--- src/rtl/craft_pkg.sv ---
// Shared CRAFT scheduler constants and the job sequencer state type.
// Widths match the iterative round datapath the scheduler drives.
package craft_pkg;
    localparam int CRAFT_NROUNDS = 32;
    localparam int CRAFT_BLK_W   = 64;
    localparam int CRAFT_TWK_W   = 64;
    localparam int CRAFT_KEY_W   = 128;
    localparam int CRAFT_RND_W   = 5;

    typedef enum logic [1:0] {
        IDLE,
        LOAD,
        RUN,
        RESP
    } sched_state_e;
endpackage

--- src/rtl/craft_rr_arbiter.sv ---
// Round-robin pick of the first asserted req at or above ptr, wrapping modulo NREQ.
// Purely combinational, zero latency; grant is all-zero when en is low.
module craft_rr_arbiter #(
    parameter int NREQ = 2,
    parameter int IDW  = 1
) (
    input  logic [NREQ-1:0] req,
    input  logic [IDW-1:0]  ptr,
    input  logic            en,
    output logic [NREQ-1:0] gnt,
    output logic [IDW-1:0]  idx
);
    logic [IDW:0] cand;
    logic         found;

    always_comb begin
        gnt   = '0;
        idx   = '0;
        found = 1'b0;
        cand  = '0;
        for (int k = 0; k < NREQ; k++) begin
            // One spare bit keeps ptr+k from overflowing before the wrap.
            cand = {1'b0, ptr} + (IDW+1)'(k);
            if (cand >= (IDW+1)'(NREQ)) begin
                cand = cand - (IDW+1)'(NREQ);
            end
            if (en && !found && req[cand[IDW-1:0]]) begin
                found                = 1'b1;
                gnt[cand[IDW-1:0]]   = 1'b1;
                idx                  = cand[IDW-1:0];
            end
        end
    end
endmodule

--- src/rtl/craft_job_sched.sv ---
// Shares one iterative CRAFT round datapath among NREQ requesters, round-robin.
// Accept to rsp_valid is NROUNDS+1 cycles; rsp_ready low holds RESP and blocks new grants.
module craft_job_sched
    import craft_pkg::*;
#(
    parameter int NREQ    = 2,
    parameter int NROUNDS = CRAFT_NROUNDS,
    parameter int IDW     = (NREQ > 1) ? $clog2(NREQ) : 1
) (
    input  logic                      clk,
    input  logic                      rst,
    input  logic [NREQ-1:0]           req_valid,
    output logic [NREQ-1:0]           req_ready,
    input  logic [CRAFT_BLK_W*NREQ-1:0] req_pt,
    input  logic [CRAFT_TWK_W*NREQ-1:0] req_tweak,
    input  logic [CRAFT_KEY_W*NREQ-1:0] req_key,
    output logic                      rsp_valid,
    input  logic                      rsp_ready,
    output logic [IDW-1:0]            rsp_id,
    output logic [CRAFT_BLK_W-1:0]    rsp_ct,
    output logic                      dp_load,
    output logic                      dp_en,
    output logic [CRAFT_RND_W-1:0]    dp_round,
    output logic                      dp_last,
    output logic [CRAFT_BLK_W-1:0]    dp_pt,
    output logic [CRAFT_TWK_W-1:0]    dp_tweak,
    output logic [CRAFT_KEY_W-1:0]    dp_key,
    input  logic [CRAFT_BLK_W-1:0]    dp_state,
    output logic                      busy
);
    sched_state_e             state_q, state_d;
    logic [IDW-1:0]           ptr_q, ptr_d;
    logic [IDW-1:0]           id_q, id_d;
    logic [CRAFT_RND_W-1:0]   cnt_q, cnt_d;
    logic [CRAFT_BLK_W-1:0]   pt_q, pt_d;
    logic [CRAFT_TWK_W-1:0]   tweak_q, tweak_d;
    logic [CRAFT_KEY_W-1:0]   key_q, key_d;
    logic [NREQ-1:0]          arb_gnt;
    logic [IDW-1:0]           arb_idx;
    logic                     accept;
    logic                     last_rnd;

    craft_rr_arbiter #(
        .NREQ (NREQ),
        .IDW  (IDW)
    ) u_arb (
        .req (req_valid),
        .ptr (ptr_q),
        .en  (state_q == IDLE),
        .gnt (arb_gnt),
        .idx (arb_idx)
    );

    // The grant already implies req_valid, so any grant is an acceptance.
    assign accept   = |arb_gnt;
    assign last_rnd = (cnt_q == CRAFT_RND_W'(NROUNDS - 1));

    always_comb begin
        state_d = state_q;
        ptr_d   = ptr_q;
        id_d    = id_q;
        cnt_d   = cnt_q;
        pt_d    = pt_q;
        tweak_d = tweak_q;
        key_d   = key_q;
        case (state_q)
            IDLE: begin
                if (accept) begin
                    state_d = LOAD;
                    id_d    = arb_idx;
                    ptr_d   = (arb_idx == IDW'(NREQ - 1)) ? '0 : arb_idx + 1'b1;
                    for (int i = 0; i < NREQ; i++) begin
                        if (arb_gnt[i]) begin
                            pt_d    = req_pt[i*CRAFT_BLK_W +: CRAFT_BLK_W];
                            tweak_d = req_tweak[i*CRAFT_TWK_W +: CRAFT_TWK_W];
                            key_d   = req_key[i*CRAFT_KEY_W +: CRAFT_KEY_W];
                        end
                    end
                end
            end
            LOAD: begin
                cnt_d   = '0;
                state_d = RUN;
            end
            RUN: begin
                cnt_d = cnt_q + 1'b1;
                if (last_rnd) begin
                    cnt_d   = '0;
                    state_d = RESP;
                end
            end
            RESP: begin
                if (rsp_ready) begin
                    state_d = IDLE;
                end
            end
            default: state_d = IDLE;
        endcase
    end

    always_ff @(posedge clk or posedge rst) begin
        if (rst) begin
            state_q <= IDLE;
            ptr_q   <= '0;
            id_q    <= '0;
            cnt_q   <= '0;
            pt_q    <= '0;
            tweak_q <= '0;
            key_q   <= '0;
        end else begin
            state_q <= state_d;
            ptr_q   <= ptr_d;
            id_q    <= id_d;
            cnt_q   <= cnt_d;
            pt_q    <= pt_d;
            tweak_q <= tweak_d;
            key_q   <= key_d;
        end
    end

    assign req_ready = arb_gnt;
    assign dp_load   = (state_q == LOAD);
    assign dp_en     = (state_q == RUN);
    assign dp_round  = dp_en ? cnt_q : '0;
    assign dp_last   = dp_en & last_rnd;
    assign dp_pt     = pt_q;
    assign dp_tweak  = tweak_q;
    assign dp_key    = key_q;
    assign rsp_valid = (state_q == RESP);
    assign rsp_id    = id_q;
    // The datapath holds its state outside LOAD/RUN, so RESP can pass it straight through.
    assign rsp_ct    = rsp_valid ? dp_state : '0;
    assign busy      = (state_q != IDLE);
endmodule

--- config.mk ---
export PLATFORM = sky130hd
export DESIGN_NAME = craft_job_sched
export DESIGN_NICKNAME = d
export VERILOG_FILES = /design/src/rtl/craft_pkg.sv /design/src/rtl/craft_rr_arbiter.sv /design/src/rtl/craft_job_sched.sv
export SDC_FILE = /design/constraint.sdc
export NUM_CORES = 1
export LEC_CHECK = 0
export BUFFER_PORTS_ARGS = -buffer_cell sky130_fd_sc_hd__buf_4
export CAP_MARGIN = 25
export CORE_AREA = 2 2 357 359
export DETAILED_ROUTE_END_ITERATION = 7
export DIE_AREA = 0 0 359 361
export SLEW_MARGIN = 20
export SYNTH_ARGS = -nofsm -noshare
export SYNTH_HDL_FRONTEND = slang
export SYNTH_SLANG_ARGS = --single-unit
export TNS_END_PERCENT = 10
--- constraint.sdc ---
create_clock -name clk -period 22.1 [get_ports clk]
set_input_delay 1.105 -clock clk [delete_from_list [all_inputs] [get_ports clk]]
set_output_delay 1.105 -clock clk [all_outputs]
set_load 0.1 [all_outputs]
==> impl_metrics.tcl <==
set metrics [dict create \
    outcome "complete, no violations" \
    setup_violations 0 \
    ys_ff_latch 265 \
    post_layout_nonfiller_instances 4063 \
    cts_tree "built" \
    max-slew-margin-rel 0.3412 \
    cts.repair.resized 0 \
    clk_pin_slew_ns 0.06 \
    rows 130 \
    coreArea_sq_um 125400 \
    ioPinCount 914 \
    grt_pass1_vias 15369 \
    cts_root_buf "clkbuf_16" \
    min_period_over_period 0.1896 \
    fmax_mhz 238.6 \
    setup_tns_ns 0 \
    worst_pin_slew_ns 0.9882 \
    finalCriticalPeriod_ns 4.190 \
    wire_per_inst_microns 21.05 \
    hold_violations 0 \
    dp_hpwl_mm 68.25 \
    routed_wl_mm 85.54 \
    cts_made_buffers 36 \
    grt_max_degree 111 \
    avgSynthCellArea_sq_um 8.486 \
    drt_iter0_markers 1244 \
    area_growth_syn_to_layout_pct 70.81 \
    n_fill_cell 14041 \
    cts.sinks 265 \
    drv_cap 0 \
    vias 15871 \
    overflow 0 \
    htreeDepth 2 \
    fp.dieH_microns 361 \
    dieArea_sq_um 129600 \
    ys_warn_count 0 \
    firstDrtPassIters 5 \
    synth.top_cell.area_share 0.4933 \
    path_class "reg -> reg" \
    endpoint_kind "flip-flop" \
    drive_above_1_share 0.4163 \
    start_util 0.1072 \
    finClkSkew_ns 0.03837 \
    remaining_drc_errors 0 \
    crit_fanout 87 \
    fin_hold_ws_ns 0.5195 \
    gp_congestion 0.9031 \
    drv_slew 0 \
    hold_buffers 0 \
    grt_use_total 0.1249 \
    die_x_microns 359 \
    syn_area_sq_um 13440 \
    cts_setup_buffers 0 \
    via_per_inst 3.906 \
    portBuffers 913 \
    synth.yosys.seq_area_share 0.4933 \
    grt_pass1_wl_mm 117.1 \
    cp-start-kind "flip-flop" \
    synth_cell_types 27 \
    grt_setup_unrepaired "no" \
    syn_nets 2172 \
    cp.required_ns 22.60 \
    dp_cells 3991 \
    worstHoldPathType "in -> async" \
    crit_arrival_ns 4.69 \
    insertion_delay_ns 0.59 \
    final_nets 2969 \
    synth_top_cells_by_area "dfrtp_1 49%, a31oi_1 12%, nand3_1 9.6%, o21ai_0 9.4%, nor2_1 7.2%" \
    cts_buffer_depth 3 \
    ant_nets 0 \
    synth_top_area_cell "dfrtp_1" \
    antenna_found_initial 31 \
    syn_inst 1584 \
]
## flip-flops by register name (all words and copies together), names as in the netlist
signal	cells
dp_tweak	64
ptr_q	1
cnt_q	5
dp_key	128
dp_pt	64
state_q	2
rsp_id	1
## cell type report
type	count	area, sq um	share of cell area
multi-input combinational	1133	5888	0.2565
clock buffer	52	1041	0.04534
tap	1650	2064	0.08992
clock inverter	12	200.2	0.008719
inverter	6	30.03	0.001308
timing repair buffer	939	7089	0.3088
antenna	6	15.01	0.0006540
sequential	265	6631	0.2888
## cells by family (layout without fill, tap and decap cells)
| logic type | after synthesis | count (layout) | share of synthesized area |
|---|---|---|---|
| buffers and inverters | 186 | 1009 | 0.07121 |
| and+or+nand+nor | 600 | 600 | 0.2071 |
| adders and majority gates | 7 | 7 | 0.006516 |
| muxes | 3 | 3 | 0.002327 |
| other | 0 | 6 | 0 |
| DFF | 265 | 265 | 0.4933 |
| AOI/OAI and AO/OA | 523 | 523 | 0.2195 |
## cell usage after synthesis
cell type	n
dfrtp_1	265
nor2_1	259
nand3_1	258
a31oi_1	256
o21ai_0	252
buf_2	105
and2_1	71
clkbuf_1	43
buf_4	28
o21ai_1	9
ha_1	7
inv_1	6
buf_6	3
nand2b_1	3
a21o_1	2
a21oi_1	2
and3_1	2
mux2i_1	2
nand2_1	2
nor3b_1	2
and2b_2	1
buf_1	1
mux2_1	1
nand2_2	1
nand3b_1	1
o21a_1	1
o311a_1	1
## layout by cell type, fill, tap and decap left out, drive strengths merged
cell    count
a21o        2
a21oi       2
a31oi     256
and2       71
and2b       1
and3        2
buf       939
bufinv      4
clkbuf     52
clkinv      5
dfrtp     265
diode       6
ha          7
inv         9
mux2        1
mux2i       2
nand2       3
nand2b      3
nand3     258
nand3b      1
nor2      259
nor3b       2
o21a        1
o21ai     261
o311a       1
## critical path: stages (launching register included)
cell and delay [ns]:
dfrtp_1 0.40, inv_1 0.13, ha_1 0.38, o21a_4 0.67, buf_4 0.73, buf_4 0.62, buf_4 0.46, buf_16 0.32
nor2_1 0.07, a31oi_1 0.17
## metrics by stage
stage | worst slack [ns] | instance area (sq um) | utilization
after floorplan | 13.70 | 13440 | -
after global placement | 17.47 | 21650 | 0.1726
after detailed placement | 17.41 | 21650 | 0.1726
after CTS | 17.78 | 22890 | 0.1825
after global routing | 17.63 | 22950 | 0.1830
final | 17.91 | 22960 | 0.1831
## final timing paths
path / startpoint / endpoint / slack (ns) / cells after the start
worst max-delay path: state_q[0] / dp_key[125] / 17.91 / 9
worst min-delay path: rst / dp_key[127] / 0.52 / 2
worst max register to register: state_q[0] / dp_key[125] / 17.91 / 9
worst min register to register: rsp_id / rsp_id / 0.53 / 2
max in group asynchronous: rst / dp_key[43] / 19.63 / 4
min in group clk: rsp_id / rsp_id / 0.53 / 2
## routing by layer
layer	wire, microns	track usage
met1	33410	0.1460
met2	42560	0.2185
met3	6862	0.03685
met4	2626	0.03922
met5	71	0
Power is not shown: default switching activity piles up to over one toggle a cycle in this logic, so the estimate is an artifact.
